### src/rtl/hilo_mdu_if.sv
// Bus bundle between the pipeline and the HI/LO multiply/divide unit.
// The master drives requests and direct writes; the slave returns status and HI/LO read data.
interface hilo_mdu_if #(
  parameter int WIDTH = 32
);
  logic             start;
  logic [1:0]       op;
  logic [WIDTH-1:0] src_a;
  logic [WIDTH-1:0] src_b;
  logic             flush;
  logic             hi_we;
  logic             lo_we;
  logic [WIDTH-1:0] hi_in;
  logic [WIDTH-1:0] lo_in;
  logic             busy;
  logic             done;
  logic [WIDTH-1:0] hi_out;
  logic [WIDTH-1:0] lo_out;

  modport master (
    output start, op, src_a, src_b, flush, hi_we, lo_we, hi_in, lo_in,
    input  busy, done, hi_out, lo_out
  );

  modport slave (
    input  start, op, src_a, src_b, flush, hi_we, lo_we, hi_in, lo_in,
    output busy, done, hi_out, lo_out
  );
endinterface

### src/rtl/hilo_mdu.sv
// HI/LO register pair with an iterative radix-2 multiply/divide engine.
// The engine takes WIDTH cycles per operation and pulses done for one cycle on writeback.
// A flush cancels an in-flight operation without touching HI/LO.
// Optional macro HILO_BYPASS_EN: forwards direct HI/LO writes combinationally to the read ports.
module hilo_mdu #(
  parameter int WIDTH = 32
) (
  input logic        clk,
  input logic        rst,
  hilo_mdu_if.slave  bus
);
  localparam int CW = $clog2(WIDTH) + 1;
  localparam logic [CW-1:0] CNT_LAST = CW'(WIDTH - 1);

  typedef enum logic [0:0] {IDLE = 1'b0, CALC = 1'b1} state_t;

  // Two's-complement negate when en is set.
  function automatic logic [WIDTH-1:0] neg_if(input logic [WIDTH-1:0] v, input logic en);
    return en ? (~v + WIDTH'(1)) : v;
  endfunction

  state_t             state_r, state_nxt_s;
  logic [CW-1:0]      cnt_r;
  logic               is_div_r, neg_q_r, neg_r_r, div_zero_r;
  logic [WIDTH-1:0]   a_raw_r, opnd_r;
  logic [2*WIDTH-1:0] prod_r;
  logic [WIDTH-1:0]   hi_r, lo_r;
  logic               busy_r, done_r;

  logic               start_ok_s, wb_s, busy_nxt_s;
  logic               sign_a_s, sign_b_s;
  logic [WIDTH-1:0]   a_abs_s, b_abs_s;
  logic [WIDTH:0]     mul_sum_s, rem_sh_s;
  logic [WIDTH-1:0]   diff_s;
  logic               ge_s;
  logic [2*WIDTH-1:0] step_s, neg_prod_s;
  logic [WIDTH-1:0]   res_hi_s, res_lo_s;

  // A flush in IDLE swallows a simultaneous start.
  assign start_ok_s = (state_r == IDLE) && bus.start && !bus.flush;

  // Operand signs and magnitudes; MULTU/DIVU (op[0]=1) treat operands as unsigned.
  always_comb begin
    sign_a_s = !bus.op[0] && bus.src_a[WIDTH-1];
    sign_b_s = !bus.op[0] && bus.src_b[WIDTH-1];
    a_abs_s  = neg_if(bus.src_a, sign_a_s);
    b_abs_s  = neg_if(bus.src_b, sign_b_s);
  end

  // One iteration: shift-add for multiply, restore-or-subtract for divide.
  always_comb begin
    mul_sum_s = {1'b0, prod_r[2*WIDTH-1:WIDTH]} + (prod_r[0] ? {1'b0, opnd_r} : {(WIDTH+1){1'b0}});
    rem_sh_s  = prod_r[2*WIDTH-1:WIDTH-1];
    ge_s      = rem_sh_s >= {1'b0, opnd_r};
    diff_s    = rem_sh_s[WIDTH-1:0] - opnd_r;
    if (is_div_r) begin
      step_s = ge_s ? {diff_s, prod_r[WIDTH-2:0], 1'b1}
                    : {rem_sh_s[WIDTH-1:0], prod_r[WIDTH-2:0], 1'b0};
    end else begin
      step_s = {mul_sum_s, prod_r[WIDTH-1:1]};
    end
  end

  // Sign correction of the final step; min/-1 falls out naturally as quotient=min, remainder=0.
  always_comb begin
    neg_prod_s = ~step_s + {{(2*WIDTH-1){1'b0}}, 1'b1};
    if (!is_div_r) begin
      {res_hi_s, res_lo_s} = neg_q_r ? neg_prod_s : step_s;
    end else if (div_zero_r) begin
      res_hi_s = a_raw_r;
      res_lo_s = {WIDTH{1'b1}};
    end else begin
      res_hi_s = neg_if(step_s[2*WIDTH-1:WIDTH], neg_r_r);
      res_lo_s = neg_if(step_s[WIDTH-1:0], neg_q_r);
    end
  end

  // FSM state register.
  always_ff @(posedge clk) begin
    if (rst) begin
      state_r <= IDLE;
    end else begin
      state_r <= state_nxt_s;
    end
  end

  // FSM next-state logic; flush always returns CALC to IDLE.
  always_comb begin
    state_nxt_s = state_r;
    case (state_r)
      IDLE: begin
        if (start_ok_s) state_nxt_s = CALC;
        else            state_nxt_s = IDLE;
      end
      CALC: begin
        if (bus.flush || (cnt_r == CNT_LAST)) state_nxt_s = IDLE;
        else                                  state_nxt_s = CALC;
      end
      default: state_nxt_s = IDLE;
    endcase
  end

  // FSM outputs: writeback on the last un-flushed CALC edge, busy follows next state.
  always_comb begin
    wb_s       = (state_r == CALC) && !bus.flush && (cnt_r == CNT_LAST);
    busy_nxt_s = (state_nxt_s == CALC);
  end

  // Registered status outputs.
  always_ff @(posedge clk) begin
    if (rst) begin
      busy_r <= 1'b0;
      done_r <= 1'b0;
    end else begin
      busy_r <= busy_nxt_s;
      done_r <= wb_s;
    end
  end

  // Engine datapath: operand capture at start, one iteration per CALC cycle.
  always_ff @(posedge clk) begin
    if (rst) begin
      cnt_r      <= {CW{1'b0}};
      is_div_r   <= 1'b0;
      neg_q_r    <= 1'b0;
      neg_r_r    <= 1'b0;
      div_zero_r <= 1'b0;
      a_raw_r    <= {WIDTH{1'b0}};
      opnd_r     <= {WIDTH{1'b0}};
      prod_r     <= {(2*WIDTH){1'b0}};
    end else if (start_ok_s) begin
      cnt_r      <= {CW{1'b0}};
      is_div_r   <= bus.op[1];
      neg_q_r    <= sign_a_s ^ sign_b_s;
      neg_r_r    <= sign_a_s;
      div_zero_r <= (bus.src_b == {WIDTH{1'b0}});
      a_raw_r    <= bus.src_a;
      opnd_r     <= bus.op[1] ? b_abs_s : a_abs_s;
      prod_r     <= {{WIDTH{1'b0}}, (bus.op[1] ? a_abs_s : b_abs_s)};
    end else if (state_r == CALC) begin
      cnt_r  <= cnt_r + CW'(1);
      prod_r <= step_s;
    end
  end

  // HI/LO registers; engine writeback overrides direct writes on the same edge.
  always_ff @(posedge clk) begin
    if (rst) begin
      hi_r <= {WIDTH{1'b0}};
      lo_r <= {WIDTH{1'b0}};
    end else if (wb_s) begin
      hi_r <= res_hi_s;
      lo_r <= res_lo_s;
    end else begin
      if (bus.hi_we) hi_r <= bus.hi_in;
      if (bus.lo_we) lo_r <= bus.lo_in;
    end
  end

  assign bus.busy = busy_r;
  assign bus.done = done_r;

`ifdef HILO_BYPASS_EN
  assign bus.hi_out = bus.hi_we ? bus.hi_in : hi_r;
  assign bus.lo_out = bus.lo_we ? bus.lo_in : lo_r;
`else
  assign bus.hi_out = hi_r;
  assign bus.lo_out = lo_r;
`endif
endmodule

### src/flat_wrapper.sv
// flat-port wrapper written by rule: the top's interface ports become plain ports
module hilo_mdu_flat 
#(
  parameter int WIDTH = 32
)
  (clk, rst, bus_start, bus_op, bus_src_a, bus_src_b, bus_flush, bus_hi_we, bus_lo_we, bus_hi_in, bus_lo_in, bus_busy, bus_done, bus_hi_out, bus_lo_out);
  hilo_mdu_if #(.WIDTH(WIDTH)) bus_i ();
  input logic clk;
  input logic rst;
  input wire logic [$bits(bus_i.start)-1:0] bus_start;
  input wire logic [$bits(bus_i.op)-1:0] bus_op;
  input wire logic [$bits(bus_i.src_a)-1:0] bus_src_a;
  input wire logic [$bits(bus_i.src_b)-1:0] bus_src_b;
  input wire logic [$bits(bus_i.flush)-1:0] bus_flush;
  input wire logic [$bits(bus_i.hi_we)-1:0] bus_hi_we;
  input wire logic [$bits(bus_i.lo_we)-1:0] bus_lo_we;
  input wire logic [$bits(bus_i.hi_in)-1:0] bus_hi_in;
  input wire logic [$bits(bus_i.lo_in)-1:0] bus_lo_in;
  output wire logic [$bits(bus_i.busy)-1:0] bus_busy;
  output wire logic [$bits(bus_i.done)-1:0] bus_done;
  output wire logic [$bits(bus_i.hi_out)-1:0] bus_hi_out;
  output wire logic [$bits(bus_i.lo_out)-1:0] bus_lo_out;
  assign bus_i.start = bus_start;
  assign bus_i.op = bus_op;
  assign bus_i.src_a = bus_src_a;
  assign bus_i.src_b = bus_src_b;
  assign bus_i.flush = bus_flush;
  assign bus_i.hi_we = bus_hi_we;
  assign bus_i.lo_we = bus_lo_we;
  assign bus_i.hi_in = bus_hi_in;
  assign bus_i.lo_in = bus_lo_in;
  assign bus_busy = bus_i.busy;
  assign bus_done = bus_i.done;
  assign bus_hi_out = bus_i.hi_out;
  assign bus_lo_out = bus_i.lo_out;
  hilo_mdu #(.WIDTH(WIDTH)) u_core (.clk(clk), .rst(rst), .bus(bus_i));
endmodule
### config.mk
export PLATFORM = sky130hd
export DESIGN_NAME = hilo_mdu_flat
export DESIGN_NICKNAME = d
export VERILOG_FILES = /design/src/rtl/hilo_mdu_if.sv /design/src/rtl/hilo_mdu.sv /design/src/flat_wrapper.sv
export SDC_FILE = /design/constraint.sdc
export NUM_CORES = 1
export LEC_CHECK = 0
export CAP_MARGIN = 20
export CORE_MARGIN = 10
export CORE_UTILIZATION = 40
export CTS_CLUSTER_DIAMETER = 80
export CTS_CLUSTER_SIZE = 40
export DETAILED_ROUTE_END_ITERATION = 6
export DONT_BUFFER_PORTS = 1
export GPL_TIMING_DRIVEN = 1
export HOLD_SLACK_MARGIN = 0.15
export PLACE_DENSITY = 0.63
export SKIP_LAST_GASP = 1
export SLEW_MARGIN = 10
export SYNTH_ARGS = -nofsm -noshare
export SYNTH_HDL_FRONTEND = slang
export SYNTH_SLANG_ARGS = --single-unit
export TNS_END_PERCENT = 5
### constraint.sdc
create_clock -name clk -period 4.5 [get_ports clk]
set_input_delay 0.225 -clock clk [delete_from_list [all_inputs] [get_ports clk]]
set_output_delay 0.225 -clock clk [all_outputs]
set_load 0.05 [all_outputs]
==> impl_metrics.toml <==
[outcome]
status = "finished, violations left"
violations = "design-rule violations, negative setup slack"

[floorplanning]
start_util_pct = 40.5
die_y_microns = 232
core_region_area_sq_um = 44300
rows = 77
ios = 202
die_w_microns = 232
dieArea_sq_um = 53700

[setup_path]
cp-end-kind = "flop"
crit_start = "u_core.prod_r[0]$_SDFFE_PP0P_"
timing.rr.start = "u_core.prod_r[0]$_SDFFE_PP0P_"
crit_fanout = 6
cp.required_ns = 4.90
critPathLaunchType = "flop"
worstPathArrival_ns = 4.90
crit_type = "flop to flop"

[route]
drt_iter0_markers = 2464
num_vias = 21600
ant_nets = 0
routed_wire_length_per_instance_microns = 24.8
vias_per_cell = 6.23
drt-total-wl_microns = 85900
drc = 12
first_pass_iters = 7

[timing]
max_freq_mhz = 222
max_slew_margin_pct = 24.8
hold_viol = 0
slew_viol_final = 0
hold-worst-slack_ns = 0.160
final-setup-viol-count = 1
fin_crit_ns = 4.50
rsz0062_at_grt = "true"
fin_ws_ns = -0.000270
min_period_over_period_pct = 100
worst_pin_slew_ns = 1.12
clock_skew_ns = 0.0369

[clocking]
clk_latency_ns = 0.53
cts_max_path_buffers = 3
cts-root-buf = "clkbuf_16"
cts.htree.levels = 1
clkTransAtPathRegs_ns = 0.11
cts_tree = "yes"
cts_inserted_buffers = 14
clock_sinks = 204

[grt]
grt_pass1_wl_microns = 125000
grtUsageTotal_pct = 29.8
grt_pass1_vias = 20600
antenna_found_initial = 2
grt_start_max_net_pins = 168
overflow = 0

[power_and_ir_drop]
peakVddDrop_v = 0.000301
powerDensity_nw_per_um2 = 256
fin_total_pwr_uw = 6190
leakage_uw = 0.00943
switching_share_pct = 40.0
seqPwrFrac_pct = 34.4
clkPwrFrac_pct = 24.0
switchingPower_uw = 2470
intPower_uw = 3710
power_frac_comb_pct = 41.6

[hold_path]
worstHoldStart = "rst"
min_path_type = "primary input to flop"

[layout]
fin_util_pct = 54.6
nFillCells = 4165
drive_gt1_share_pct = 21.4
multiInputGateArea_sq_um = 13800
finalNonFillerCells = 3466
synthToLayoutAreaGrowth_pct = 34.8
ff_latch_area_sq_um = 4110
fin_nets = 3066

[synth]
ys_top_cells_by_area = "dfxtp_1 23%, a21oi_1 7.9%, nand2_1 5.5%"
ys_types = 98
synth_seq_area_share_pct = 22.8
syn_area_per_cell_sq_um = 7.34
syn_nets = 2651
postSynthCellCount = 2444
synth_area_leader_cell = "dfxtp_1"
ys_ff_latch = 204
synth_top_area_share_pct = 22.8
synth-edff-count = 0
yosysWarnings = 0
synthArstFlopShare_pct = 0
syn_area_sq_um = 17900
synth_ff_type = "dfxtp_1"

[placed_design]
portBuffers = 0
dp.cells = 3234
place.detailed.hpwl_microns = 63900
place_congestion = 1.03

[job]
maxCapViolCount = 0
-- power by group through the flow --
stage               registers [uW]  clock network [uW]  logic (uW)
CTS                           2120                1510        2320
finish                        2130                1490        2570
global route                  2130                1550        2720
global placement              2160                   0        2100
detailed placement            2160                   0        2110
floorplan                     2120                   0        1260
-- final timing paths --
path,to,slack [ns],cells after the start
setup / recovery,u_core.bus.hi_out[29]$_SDFFE_PP0P_,-0.0003,17
hold / removal,u_core.opnd_r[24]$_SDFFE_PP0P_,0.16,2
setup reg to reg,u_core.bus.hi_out[29]$_SDFFE_PP0P_,-0.0003,17
hold reg to reg,u_core.a_raw_r[27]$_SDFFE_PP0P_,0.47,2
-- placed cells by master (no fill, tap or decap), types with 23 or more instances in the layout --
cell,synthesis,final
buf_4,3,375
a21oi_1,285,267
nand2_1,265,263
nor2_1,238,234
dfxtp_1,204,188
dlygate4sd3_1,0,169
a211oi_1,118,113
xnor2_1,107,107
o21ai_0,110,104
mux2i_1,92,90
inv_1,70,66
xor2_1,64,64
and2_1,55,53
o211ai_1,52,52
nor3_1,45,43
ha_1,69,42
nand3_1,38,36
nand4_1,28,28
nand2b_1,33,26
a221oi_1,27,26
o31ai_1,26,25
o21a_1,25,24
a21o_1,24,23
-- layer usage --
metal / vias up / global-route usage [%] / routed length, microns
li1: 9784 / - / -
met1: 10400 / 35.6 / 33100
met2: 1159 / 48.9 / 39400
met3: 298 / 6.93 / 7900
met4: 4 / 16.0 / 5490
met5: - / 0 / 22
-- kinds of logic (layout without fill, tap and decap cells) --
family	count (synthesis)	after routing	share of synthesized area, %
AO/OA/AOI/OAI	824	824	30.5
XOR/XNOR	171	171	8.35
adder cells (fa/ha/maj)	71	71	5.03
buffers and inverters	235	658	5.30
flip-flops	204	204	22.8
multiplexers	101	101	5.76
other	0	7	0
AND/OR/NAND/NOR	838	838	22.3
-- Yosys cell counts, types with 14 or more instances --
cell type and n:
a31oi_1 23, a21o_1 24, o21a_1 25, or3_1 17
a221oi_1 27, mux2i_1 92, nor3_1 45, buf_2 20
xnor2_1 107, nor2b_1 17, xor2_1 64, o21ai_0 110
dfxtp_1 204, clkbuf_1 118, ha_1 69, nand2_1 265
nand2b_1 33, nand3_1 38, inv_1 70, and2_1 55
and3_1 23, a21oi_1 285, o211ai_1 52, nor2_1 238
nor4_1 21, nand4_1 28, o31ai_1 26, a211oi_1 118
buf_1 14
-- area by class of cell --
class / instances / share of cell area (%)
clock buffers: 15 / 1.55
well taps: 592 / 3.06
repair buffers: 560 / 19.6
clock inverters: 9 / 0.491
diodes: 7 / 0.0724
inverters: 74 / 1.15
flip-flops and latches: 204 / 17.0
multi-input cells: 2005 / 57.1
-- sequential cells by signal, indices dropped and copies added, names as in the netlist --
signal	cells
u_core.bus.hi_out	32
u_core.is_div_r	1
u_core.prod_r	64
u_core.neg_q_r	1
u_core.state_r	1
u_core.div_zero_r	1
u_core.opnd_r	32
u_core.neg_r_r	1
u_core.bus.done	1
u_core.bus.lo_out	32
u_core.cnt_r	6
u_core.a_raw_r	32
-- metrics by stage --
| stage | setup TNS (ns) | setup slack (ns) | instance area (sq um) |
|---|---|---|---|
| after floorplan | 0 | 0.0609 | 17900 |
| after global placement | -0.823 | -0.133 | 20800 |
| after detailed placement | -1.04 | -0.180 | 20800 |
| after CTS | -0.188 | -0.0394 | 23100 |
| after global routing | -0.924 | -0.133 | 24200 |
| final | -0.000270 | -0.000270 | 24200 |
-- what timing repair did --
action / 4_1_cts / 5_1_grt
gates resized for setup: 21 / 161
buffers inserted: 2 / 28
endpoints found under the hold margin: 172 / 1
hold buffers: 170 / 1
setup endpoints to repair: 12 / 27
pin swaps: 6 / 59
-- worst max-delay path: stages, from the launching register on --
cell and delay (ns):
dfxtp_4 0.39, buf_4 0.14, and2_1 0.13, ha_2 0.36
o211ai_1 0.12, o211ai_1 0.33, buf_4 0.18, a41oi_2 0.16
o41a_1 0.42, mux2_2 0.27, a311o_1 0.26, o21a_4 0.22
nand4_4 0.11, buf_4 0.19, or2_2 0.27, nor4_1 0.35
mux2_2 0.39, o311ai_2 0.08
(Power assumes the default switching activity.)
